`src/rtl/alu_sequencer.sv`:
```
// alu_sequencer: fetch/execute controller that owns a 4x8 register file and drives an external 8-bit ALU.
// Optional feature macro: SEQ_BRANCH_EN (BRZ/JMP taken when defined; otherwise they execute as NOPs).
module alu_sequencer (
  input  logic        clk,
  input  logic        reset_n,
  input  logic        start,
  output logic [7:0]  pm_addr,
  output logic        pm_rd,
  input  logic [15:0] pm_data,
  input  logic        pm_valid,
  output logic [3:0]  alu_fs,
  output logic [2:0]  alu_sh,
  output logic [7:0]  alu_a,
  output logic [7:0]  alu_b,
  input  logic [7:0]  alu_f,
  input  logic        alu_n,
  input  logic        alu_z,
  input  logic        alu_c,
  input  logic        alu_v,
  input  logic [7:0]  in_port,
  output logic [7:0]  out_port,
  output logic        out_valid,
  output logic [3:0]  flags,
  output logic        busy,
  output logic        halted
);

  typedef enum logic [1:0] {S_IDLE, S_FETCH, S_EXEC, S_HALT} state_t;

  state_t      state;
  logic [7:0]  pc;
  logic [15:0] ir;
  logic [7:0]  regs [4];

  logic [3:0]  op;
  logic [1:0]  rd;
  logic [1:0]  ra;
  logic [1:0]  rb;
  logic [2:0]  sh;
  logic [7:0]  imm;

  logic        is_alu;
  logic        is_halt;
  logic        branch_taken;
  logic [7:0]  pc_next;
  logic        rf_we;
  logic [7:0]  rf_wdata;

  assign op  = ir[15:12];
  assign rd  = ir[11:10];
  assign ra  = ir[9:8];
  assign rb  = ir[7:6];
  assign sh  = ir[5:3];
  assign imm = ir[7:0];

  // The ALU is driven straight from IR and the register file in every state.
  assign pm_addr = pc;
  assign alu_fs  = op;
  assign alu_sh  = sh;
  assign alu_a   = regs[ra];
  assign alu_b   = regs[rb];

  assign is_alu  = (op <= 4'hA);
  assign is_halt = (op == 4'hF) && ir[11];

`ifdef SEQ_BRANCH_EN
  assign branch_taken = ((op == 4'hE) && flags[2]) || ((op == 4'hF) && !ir[11]);
`else
  assign branch_taken = 1'b0;
`endif

  assign pc_next = branch_taken ? imm : (pc + 8'd1);

  always_comb begin
    rf_we    = 1'b0;
    rf_wdata = alu_f;
    if (state == S_EXEC) begin
      case (op)
        4'hB: begin
          rf_we    = 1'b1;
          rf_wdata = imm;
        end
        4'hC: begin
          rf_we    = 1'b1;
          rf_wdata = in_port;
        end
        default: rf_we = is_alu;
      endcase
    end
  end

  always_ff @(posedge clk or negedge reset_n) begin
    if (!reset_n) begin
      state     <= S_IDLE;
      pc        <= 8'h00;
      ir        <= 16'h0000;
      for (int i = 0; i < 4; i++) regs[i] <= 8'h00;
      flags     <= 4'h0;
      out_port  <= 8'h00;
      out_valid <= 1'b0;
      pm_rd     <= 1'b0;
      busy      <= 1'b0;
      halted    <= 1'b0;
    end else begin
      out_valid <= 1'b0;
      if (rf_we) regs[rd] <= rf_wdata;
      case (state)
        S_IDLE, S_HALT: begin
          if (start) begin
            state  <= S_FETCH;
            pc     <= 8'h00;
            pm_rd  <= 1'b1;
            busy   <= 1'b1;
            halted <= 1'b0;
          end
        end
        S_FETCH: begin
          if (pm_valid) begin
            ir    <= pm_data;
            pm_rd <= 1'b0;
            state <= S_EXEC;
          end
        end
        S_EXEC: begin
          pc <= pc_next;
          if (is_alu) flags <= {alu_n, alu_z, alu_c, alu_v};
          if (op == 4'hD) begin
            out_port  <= regs[ra];
            out_valid <= 1'b1;
          end
          if (is_halt) begin
            state  <= S_HALT;
            busy   <= 1'b0;
            halted <= 1'b1;
          end else begin
            state <= S_FETCH;
            pm_rd <= 1'b1;
          end
        end
        default: state <= S_IDLE;
      endcase
    end
  end

endmodule
```
`config.mk`:
```
export PLATFORM = sky130hd
export DESIGN_NAME = alu_sequencer
export DESIGN_NICKNAME = d
export VERILOG_FILES = /design/src/rtl/alu_sequencer.sv
export SDC_FILE = /design/constraint.sdc
export NUM_CORES = 1
export LEC_CHECK = 0
export ABC_AREA = 1
export ABC_CLOCK_PERIOD_IN_PS = 2900
export CAP_MARGIN = 40
export CORE_UTILIZATION = 45
export CTS_CLUSTER_DIAMETER = 40
export CTS_CLUSTER_SIZE = 14
export DETAILED_ROUTE_END_ITERATION = 7
export GPL_TIMING_DRIVEN = 0
export PLACE_DENSITY = 0.73
export SYNTH_ARGS = -nofsm -noshare
export SYNTH_HDL_FRONTEND = slang
export SYNTH_SLANG_ARGS = --single-unit
```
`constraint.sdc`:
```
create_clock -name clk -period 2.9 [get_ports clk]
set_input_delay 0.29 -clock clk [delete_from_list [all_inputs] [get_ports clk]]
set_output_delay 0.29 -clock clk [all_outputs]
set_load 0.01 [all_outputs]
```
* Yosys cells after proc, flatten, opt, wreduce, memory -nomap -nowiden
Index checks and enable logic that the tools add are counted.
** Word-level totals
- Bits in registers :: 74
- Bits of input ports :: 40
** Operators by class
- Add/sub/neg operators :: 1
- Magnitude comparators :: 5
- Equal/unequal tests :: 11
- Mux-type cells :: 30
- Bitwise operators :: 3
- Reductions and logical operators :: 13
** Operators by type and width (number)
- 8-bit 2-to-1 mux :: 7
- 8-bit binary-select mux with 2-bit select :: 2
- 32-bit bitwise mux :: 1
- 8-bit case mux with 2 select lines :: 2
- 8-bit demux with 2-bit select :: 1
- 4-bit == test, second input constant :: 4
- 1-bit 2-to-1 mux :: 10
- 2-bit AND reduction :: 5
- 3-bit >= comparator, second input constant :: 3
- 2-bit NOT with 3-bit output :: 3
- 8-bit by 1-bit adder with 8-bit output, second input constant :: 1
- 2-bit inequality test, second input constant :: 4
- 2-bit 2-to-1 mux :: 3
- 2-bit case mux with 3 select lines :: 1
- 3-bit AND reduction :: 2
- 2-bit == test, second input constant :: 2
- 4-bit less-or-equal comparator, second input constant :: 1
- 1-bit case mux with 2 select lines :: 2
- 2-bit OR reduction :: 2
- 3-bit by 1-bit less-than comparator with 1-bit output, second input constant :: 1
- 1-bit case mux with 3 select lines :: 1
- 2-bit by 1-bit == test with 1-bit output, second input constant :: 1
- 1-bit logical AND :: 2
- 2-bit logical NOT :: 1
- 2-bit nonzero test :: 1

* Logic depth before layout (Yosys ltp)
Gate-level depths: netlist (run 1).
- Depth in word-level cells :: 6
- Gate-level depth with buffers :: 9
- Mapped depth without buffers :: 9

* Worst setup path before layout (run 1)
No wires, ideal clock.
- Path type :: register -> register
- Start point :: register state[0]
- End point :: register pc[3], in the netlist pm_addr[3]
- Setup time :: 119 ps
- Arrival :: 1324 ps
- Setup slack :: 1457 ps
- Cell stages (with the launch flop) :: 8
- Buffers on the path :: 0
- Path through :: dfrtp_1 inv_1 ha_1 nand2_1 o21ai_4 nor2_1 nand2_1 nor3b_1
** Between the ends
- Longest elaborated chain between the ends :: 4
** RTL lines
- start, declared :: RTL line 30 : state_t state;
- start signal, assigned :: RTL line 94 : state <= S_IDLE;
- start signal, assigned :: RTL line 110 : state <= S_FETCH;
- start signal, assigned :: RTL line 121 : state <= S_EXEC;
- 2-bit == test / 2-bit logical NOT (equally long branches) :: RTL line 107 : case (state)
- 2-bit OR reduction :: RTL line 107
- 2-bit inequality test (no source line) / 2-bit nonzero test (equally long branches)
- 2-bit AND reduction (no source line)
- end signal, assigned :: RTL line 125 : pc <= pc_next;
- end, declared :: RTL line 31 : logic [7:0] pc;
Several ways; a longest one is shown, not always the timed one.
A chain may end at the register's enable or synchronous reset.

* Worst setup path in the final report (run 1)
- Start point :: register ir[6]
- End point :: output port alu_b[5]
** Between the ends
- Longest elaborated chain between the ends :: 4
** RTL lines
- start, declared :: RTL line 32 : logic [15:0] ir;
- start signal, assigned :: RTL line 119 : ir <= pm_data;
- 2-bit NOT with 3-bit output (not written as such) :: RTL line 61 : assign alu_b = regs[rb];
- 8-bit binary-select mux with 2-bit select :: RTL line 61
- 8-bit 2-to-1 mux (not written as such) (2 in a row) :: RTL line 61
- end, declared :: RTL line 14 : output logic [7:0] alu_b,
Every way passes these cells. The select of a mux whose other input is x is not followed.

==> flow_summary_export.csv, run 1 <==
group,metric,value,unit
floorplan,dieArea,0.00899,mm2
critical_path,critPathMaxFanout,10,
placed_design,numPortBuffers,86,
floorplan,fp.coreArea,0.00830,mm2
final_layout,diodes,0,
critical_path,timing.critical_path.required,2.61,ns
critical_path,worstSetupPathType,"flip-flop to primary output",
global_route,grt_overflow,0,
yosys,avgSynthCellArea,7.64,um2
route,antenna_left,0,
yosys,syn_nets,551,
clocking,clock_path_buffers,2,
route,initialDrtViolationCount,222,
placed_design,routabilityCongestion,0.845,
global_route,grt_util_all_layers,0.236,
global_route,grt_max_degree,59,
global_route,antenna_found_initial,0,
floorplan,ioPinCount,87,
placed_design,dp_hpwl,7.45,mm
sta,skew,0.00865,ns
route,vias,3642,
floorplan,chipWidth,94.8,um
final_layout,area_growth_syn_to_layout,32.1,%
final_layout,nNetsFinal,650,
route,routed_wirelength,9.76,mm
critical_path,critical_path_arrival,2.20,ns
route,wl_per_cell,13.6,um
clocking,cts_buffers,9,
yosys,ys_seq_area_frac,0.477,
clocking,cts_max_level,3,
pwr,p_per_area,1060,mW/mm2
critical_path,end_kind,"primary output",
sta,worst_slack,0.414,ns
global_route,grt_pass1_vias,3486,
final_layout,final_util,0.618,
route,drc,0,
final_layout,mostFrequentLayoutCells,"nand2_1, clkdlybuf4s50_1, dfrtp_1",
status,status,"finished, final reports clean",
route,drt-vias-per-instance,5.08,
yosys,ys.warnings.count,0,
yosys,netlist_area,0.00388,mm2
flow_run,cap_violations,0,
floorplan,rows,33,
sta,post-route-period-util,0.857,
yosys,synthCells,508,
clocking,clk_root_buffer_cell,"clkbuf_8",
clocking,cts_tree,"built",
final_layout,final_common_cell,"nand2_1",
floorplan,fp.dieH,94.8,um
pwr,peakVddDrop,0.433,mV
clocking,clkTransAtPathRegs,0.08,ns
sta,worst_pin_slew,0.636,ns
clocking,clk_latency,0.35,ns
clocking,cts_setup_buffers,0,
sta,min_period,2.49,ns
hold_path,hold_path.class,"input port to async pin",
pwr,p_leak,2.50,nW
final_layout,drive_above_1_share,0.108,
placed_design,dpl_cell_area,0.00490,mm2
route,dr.pass1.iters,5,
sta,relSlewSlack,0.574,
global_route,grt_pass1_wl,16.2,mm
yosys,ys_seq_elements,74,
yosys,yosys.cell_types.count,29,
final_layout,fillers,738,
final_layout,final_area,0.00512,mm2
sta,rsz0062_at_grt,"false",
sta,final-hold-violation-count,0,
clocking,clock-sinks,74,
sta,clock.fmax,402,MHz
critical_path,start_kind,"flip-flop",
floorplan,start_util,0.467,
sta,setup_viol,0,
sta,slew_viol_final,0,
placed_design,post-place-ws,0.805,ns
sequential cells by signal, summed over array words and instances (netlist names):
signal     count
out_port       8
busy           1
halted         1
pm_addr        8
regs          32
state          2
out_valid      1
ir            16
flags          4
pm_rd          1
synth_stat cells:
library cell	instances	area share
clkinv_1	3	0.0029
nor2_2	1	0.0016
buf_4	9	0.017
nand3_1	42	0.054
o21ai_4	2	0.0084
nor2_4	2	0.0058
inv_1	34	0.033
buf_2	7	0.0090
a21oi_1	17	0.022
nor3_1	3	0.0039
clkbuf_1	3	0.0029
o21ai_0	25	0.032
nor3b_1	1	0.0019
buf_1	1	0.00097
nand2_1	200	0.19
nand4_1	5	0.0081
dfrtp_1	74	0.48
o21bai_1	2	0.0039
o22ai_1	8	0.013
mux2_2	8	0.023
nor2_1	36	0.035
nand2_2	9	0.015
ha_1	3	0.0097
nand2_4	2	0.0058
or2_2	1	0.0016
inv_2	4	0.0039
nor3_2	4	0.010
a22o_1	1	0.0023
o211ai_1	1	0.0019
final cells by class:
| type | instances | area, um2 | share of cell area |
|---|---|---|---|
| buffer | 20 | 118 | 0.0229 |
| clock buffer | 11 | 141 | 0.0276 |
| clock inverter | 5 | 77.6 | 0.0151 |
| inverter | 41 | 154 | 0.0300 |
| multi-input combinational | 373 | 1760 | 0.343 |
| sequential | 74 | 1850 | 0.361 |
| tap | 105 | 131 | 0.0256 |
| timing repair buffer | 88 | 896 | 0.175 |
cells by family after synthesis:
kind of cell,share of synthesized area
AND/OR/NAND/NOR,0.336
flip-flops,0.477
buffers and inverters,0.0700
AO/OA/AOI/OAI,0.0835
multiplexers,0.0232
adder cells (fa/ha/maj),0.00968
path summary, 6_finish.rpt:
kind | cells after the start | endpoint | from | slack [ns]
setup / recovery | 5 | alu_b[5] | ir[6] | 0.41
hold / removal | 2 | out_port[5] | reset_n | 0.35
setup reg to reg | 7 | regs[2] | state[0] | 1.21
hold reg to reg | 2 | flags[1] | flags[1] | 0.49
max in group asynchronous | 3 | halted | reset_n | 2.00
min in group clk | 2 | flags[1] | flags[1] | 0.49
critical path: stages, from the launching register on:
cell and delay (ns):
dfrtp_1 0.32, buf_2 0.20, clkbuf_1 0.38, o21ai_0 0.17, o22ai_1 0.22, clkdlybuf4s50_1 0.56
repair_timing:
| action | 4_1_cts | 5_1_grt |
|---|---|---|
| endpoints found under the hold margin | 16 | 0 |
| hold buffers | 1 | 0 |
| resized for setup | 0 | 0 |
power by group:
part	internal, mW	total [mW]	switching [mW]	leakage [nW]
sequential	1.46	1.83	0.371	0.880
combinational	1.26	2.70	1.44	1.51
clock	0.506	0.895	0.390	0.109
total	3.22	5.43	2.20	2.50
metal layers:
metal	track usage	vias to the layer above	wire length [um]
li1	-	1808	-
met1	0.303	1694	4410
met2	0.383	133	4630
met3	0.0556	7	632
met4	0.0947	0	83
met5	0	-	0
stage by stage:
step                      TNS, ns  hold WS, ns  total power, mW  instances
final                           0        0.354             5.43        717
after global routing            0        0.352             5.86        717
after CTS                       0        0.344             5.44        717
after detailed placement        0        0.178             4.53        700
after global placement     -75.45        0.468             4.43        699
after floorplan                 0     -0.00559             3.36        508
Power figures use the tool's default switching activity.
==> run 2, diff against run 1 <==
SLEW_MARGIN = 20   (was not set)
==> flow_summary_export.csv, run 2 (synthesis gave the netlist of run 1 again) <==
group,metric,value,unit
critical_path,reg2reg_depth,8,
sta,min_period,2.47,ns
floorplan,rows,33,
final_layout,fillers,736,
clocking,clock_path_buffers,2,
floorplan,chipWidth,94.8,um
sta,worst_pin_slew,0.664,ns
final_layout,top_regs,"regs x32, ir x16",
critical_path,crit_start,"ir[6]",
floorplan,fp.coreArea,0.00830,mm2
global_route,gr-usage-met2,0.378,
flow_run,cap_violations,0,
critical_path,critical_path_arrival,2.18,ns
floorplan,fp.dieH,94.8,um
placed_design,place_inst,700,
pwr,p_leak,2.50,nW
final_layout,area_growth_syn_to_layout,32.1,%
sta,post-route-period-util,0.852,
final_layout,diodes,0,
clocking,cts_tree,"built",
final_layout,nNetsFinal,650,
global_route,grt_util_all_layers,0.235,
global_route,grt_pass1_vias,3562,
critical_path,end_kind,"primary output",
status,status,"finished, final reports clean",
placed_design,dp_hpwl,7.45,mm
route,vias,3634,
sta,rsz0062_at_grt,"false",
pwr,peakVddDrop,0.447,mV
final_layout,top_register,"regs",
sta,clock.fmax,405,MHz
pwr,p_per_area,1060,mW/mm2
final_layout,final_area,0.00512,mm2
final_layout,drive_above_1_share,0.108,
sta,setup_viol,0,
final_layout,fin_cells,716,
critical_path,critPathMaxFanout,10,
route,initialDrtViolationCount,195,
final_layout,multi_input_comb_area,0.00176,mm2
clocking,cts_buffers,9,
clocking,clkTransAtPathRegs,0.08,ns
route,drc,0,
route,wl_per_cell,13.5,um
global_route,antenna_found_initial,0,
floorplan,start_util,0.467,
global_route,use_met1,0.310,
placed_design,routabilityCongestion,0.845,
sta,relSlewSlack,0.555,
sta,slew_viol_final,0,
final_layout,final_common_cell,"nand2_1",
global_route,top_usage_layer,"met2",
route,antenna_left,0,
floorplan,dieArea,0.00899,mm2
final_layout,seq_area,0.00185,mm2
route,drt-vias-per-instance,5.08,
critical_path,start_kind,"flip-flop",
global_route,grt_max_degree,59,
clocking,clk_latency,0.34,ns
final_layout,largest_reg_flops,32,
critical_path,worstSetupPathType,"flip-flop to primary output",
placed_design,dpl_cell_area,0.00490,mm2
clocking,clock-sinks,74,
sta,final-hold-violation-count,0,
placed_design,numPortBuffers,86,
hold_path,hold_path.class,"input port to async pin",
global_route,grt_pass1_wl,16.4,mm
critical_path,r2r-end,"pm_addr[2]",
critical_path,r2r_setup_slack,1.22,ns
critical_path,timing.critical_path.required,2.61,ns
route,routed_wirelength,9.68,mm
sta,skew,0.00998,ns
final_layout,mostFrequentLayoutCells,"nand2_1, clkdlybuf4s50_1, dfrtp_1",
floorplan,ioPinCount,87,
critical_path,r2r-start,"state[0]",
route,dr.pass1.iters,4,
clocking,clk_root_buffer_cell,"clkbuf_8",
global_route,grt.met3_usage,0.0443,
global_route,grt_overflow,0,
clocking,cts_max_level,3,
## run 2: changes by cell type in the layout (fill, tap and decap cells not counted), sizes merged
cell      before  now
clkbuf        14   13
clkinvlp       1    0
clkinv         5    6
## run 2: where the power goes
part | switching [mW] | total (mW) | internal (mW)
Clock | 0.381 | 0.883 | 0.502
Sequential | 0.372 | 1.83 | 1.46
Combinational | 1.44 | 2.70 | 1.26
## run 2: per-stage QoR
stage          total power, mW  setup slack [ns]   util  hold WS (ns)  setup TNS (ns)
6_report                  5.41             0.428  0.617         0.358               0
5_1_grt                   5.85             0.273  0.617         0.366               0
4_1_cts                   5.43             0.434  0.617         0.357               0
3_5_place_dp              4.53             0.815  0.590         0.178               0
3_3_place_gp              4.43             -1.02  0.587         0.468          -75.45
2_1_floorplan             3.36              1.46      -      -0.00559               0
## run 2: worst max-delay path by stage
stage | end | depth (start not counted)
finish | alu_b[0] | 6
global route | alu_b[4] | 6
CTS | alu_b[4] | 6
detailed placement | alu_b[4] | 6
global placement | pm_rd | 1
floorplan | pm_addr[3] | 7
## run 2: worst max-delay path, cell delays in order, from the launching register on
cell	delay, ns
dfrtp_1	0.36
buf_2	0.18
inv_1	0.19
buf_2	0.27
nor2_1	0.07
o22ai_1	0.22
clkdlybuf4s50_1	0.57
## run 2: layout make-up
class | instances | share of cell area
flip-flops and latches | 74 | 0.362
clock inverters | 5 | 0.0154
repair buffers | 88 | 0.175
plain buffers | 20 | 0.0230
clock buffers | 10 | 0.0269
well taps | 105 | 0.0256
inverters | 41 | 0.0300
multi-input cells | 373 | 0.343
## run 2: routing by layer
layer | vias to the layer above | routed length, um
met5 | - | 0
met4 | 0 | 46
met3 | 5 | 585
met2 | 133 | 4660
met1 | 1685 | 4380
li1 | 1811 | -
## run 2: timing repair
action,4_1_cts,5_1_grt
endpoints found under the hold margin,16,0
hold buffers,1,0
resized for setup,0,0
buffers inserted,0,0
==> run 3, diff against run 2 <==
SLEW_MARGIN = 0   (was 20)
==> results of run 3 <==
Final layout, timing and power as in run 1 (identical DEF).
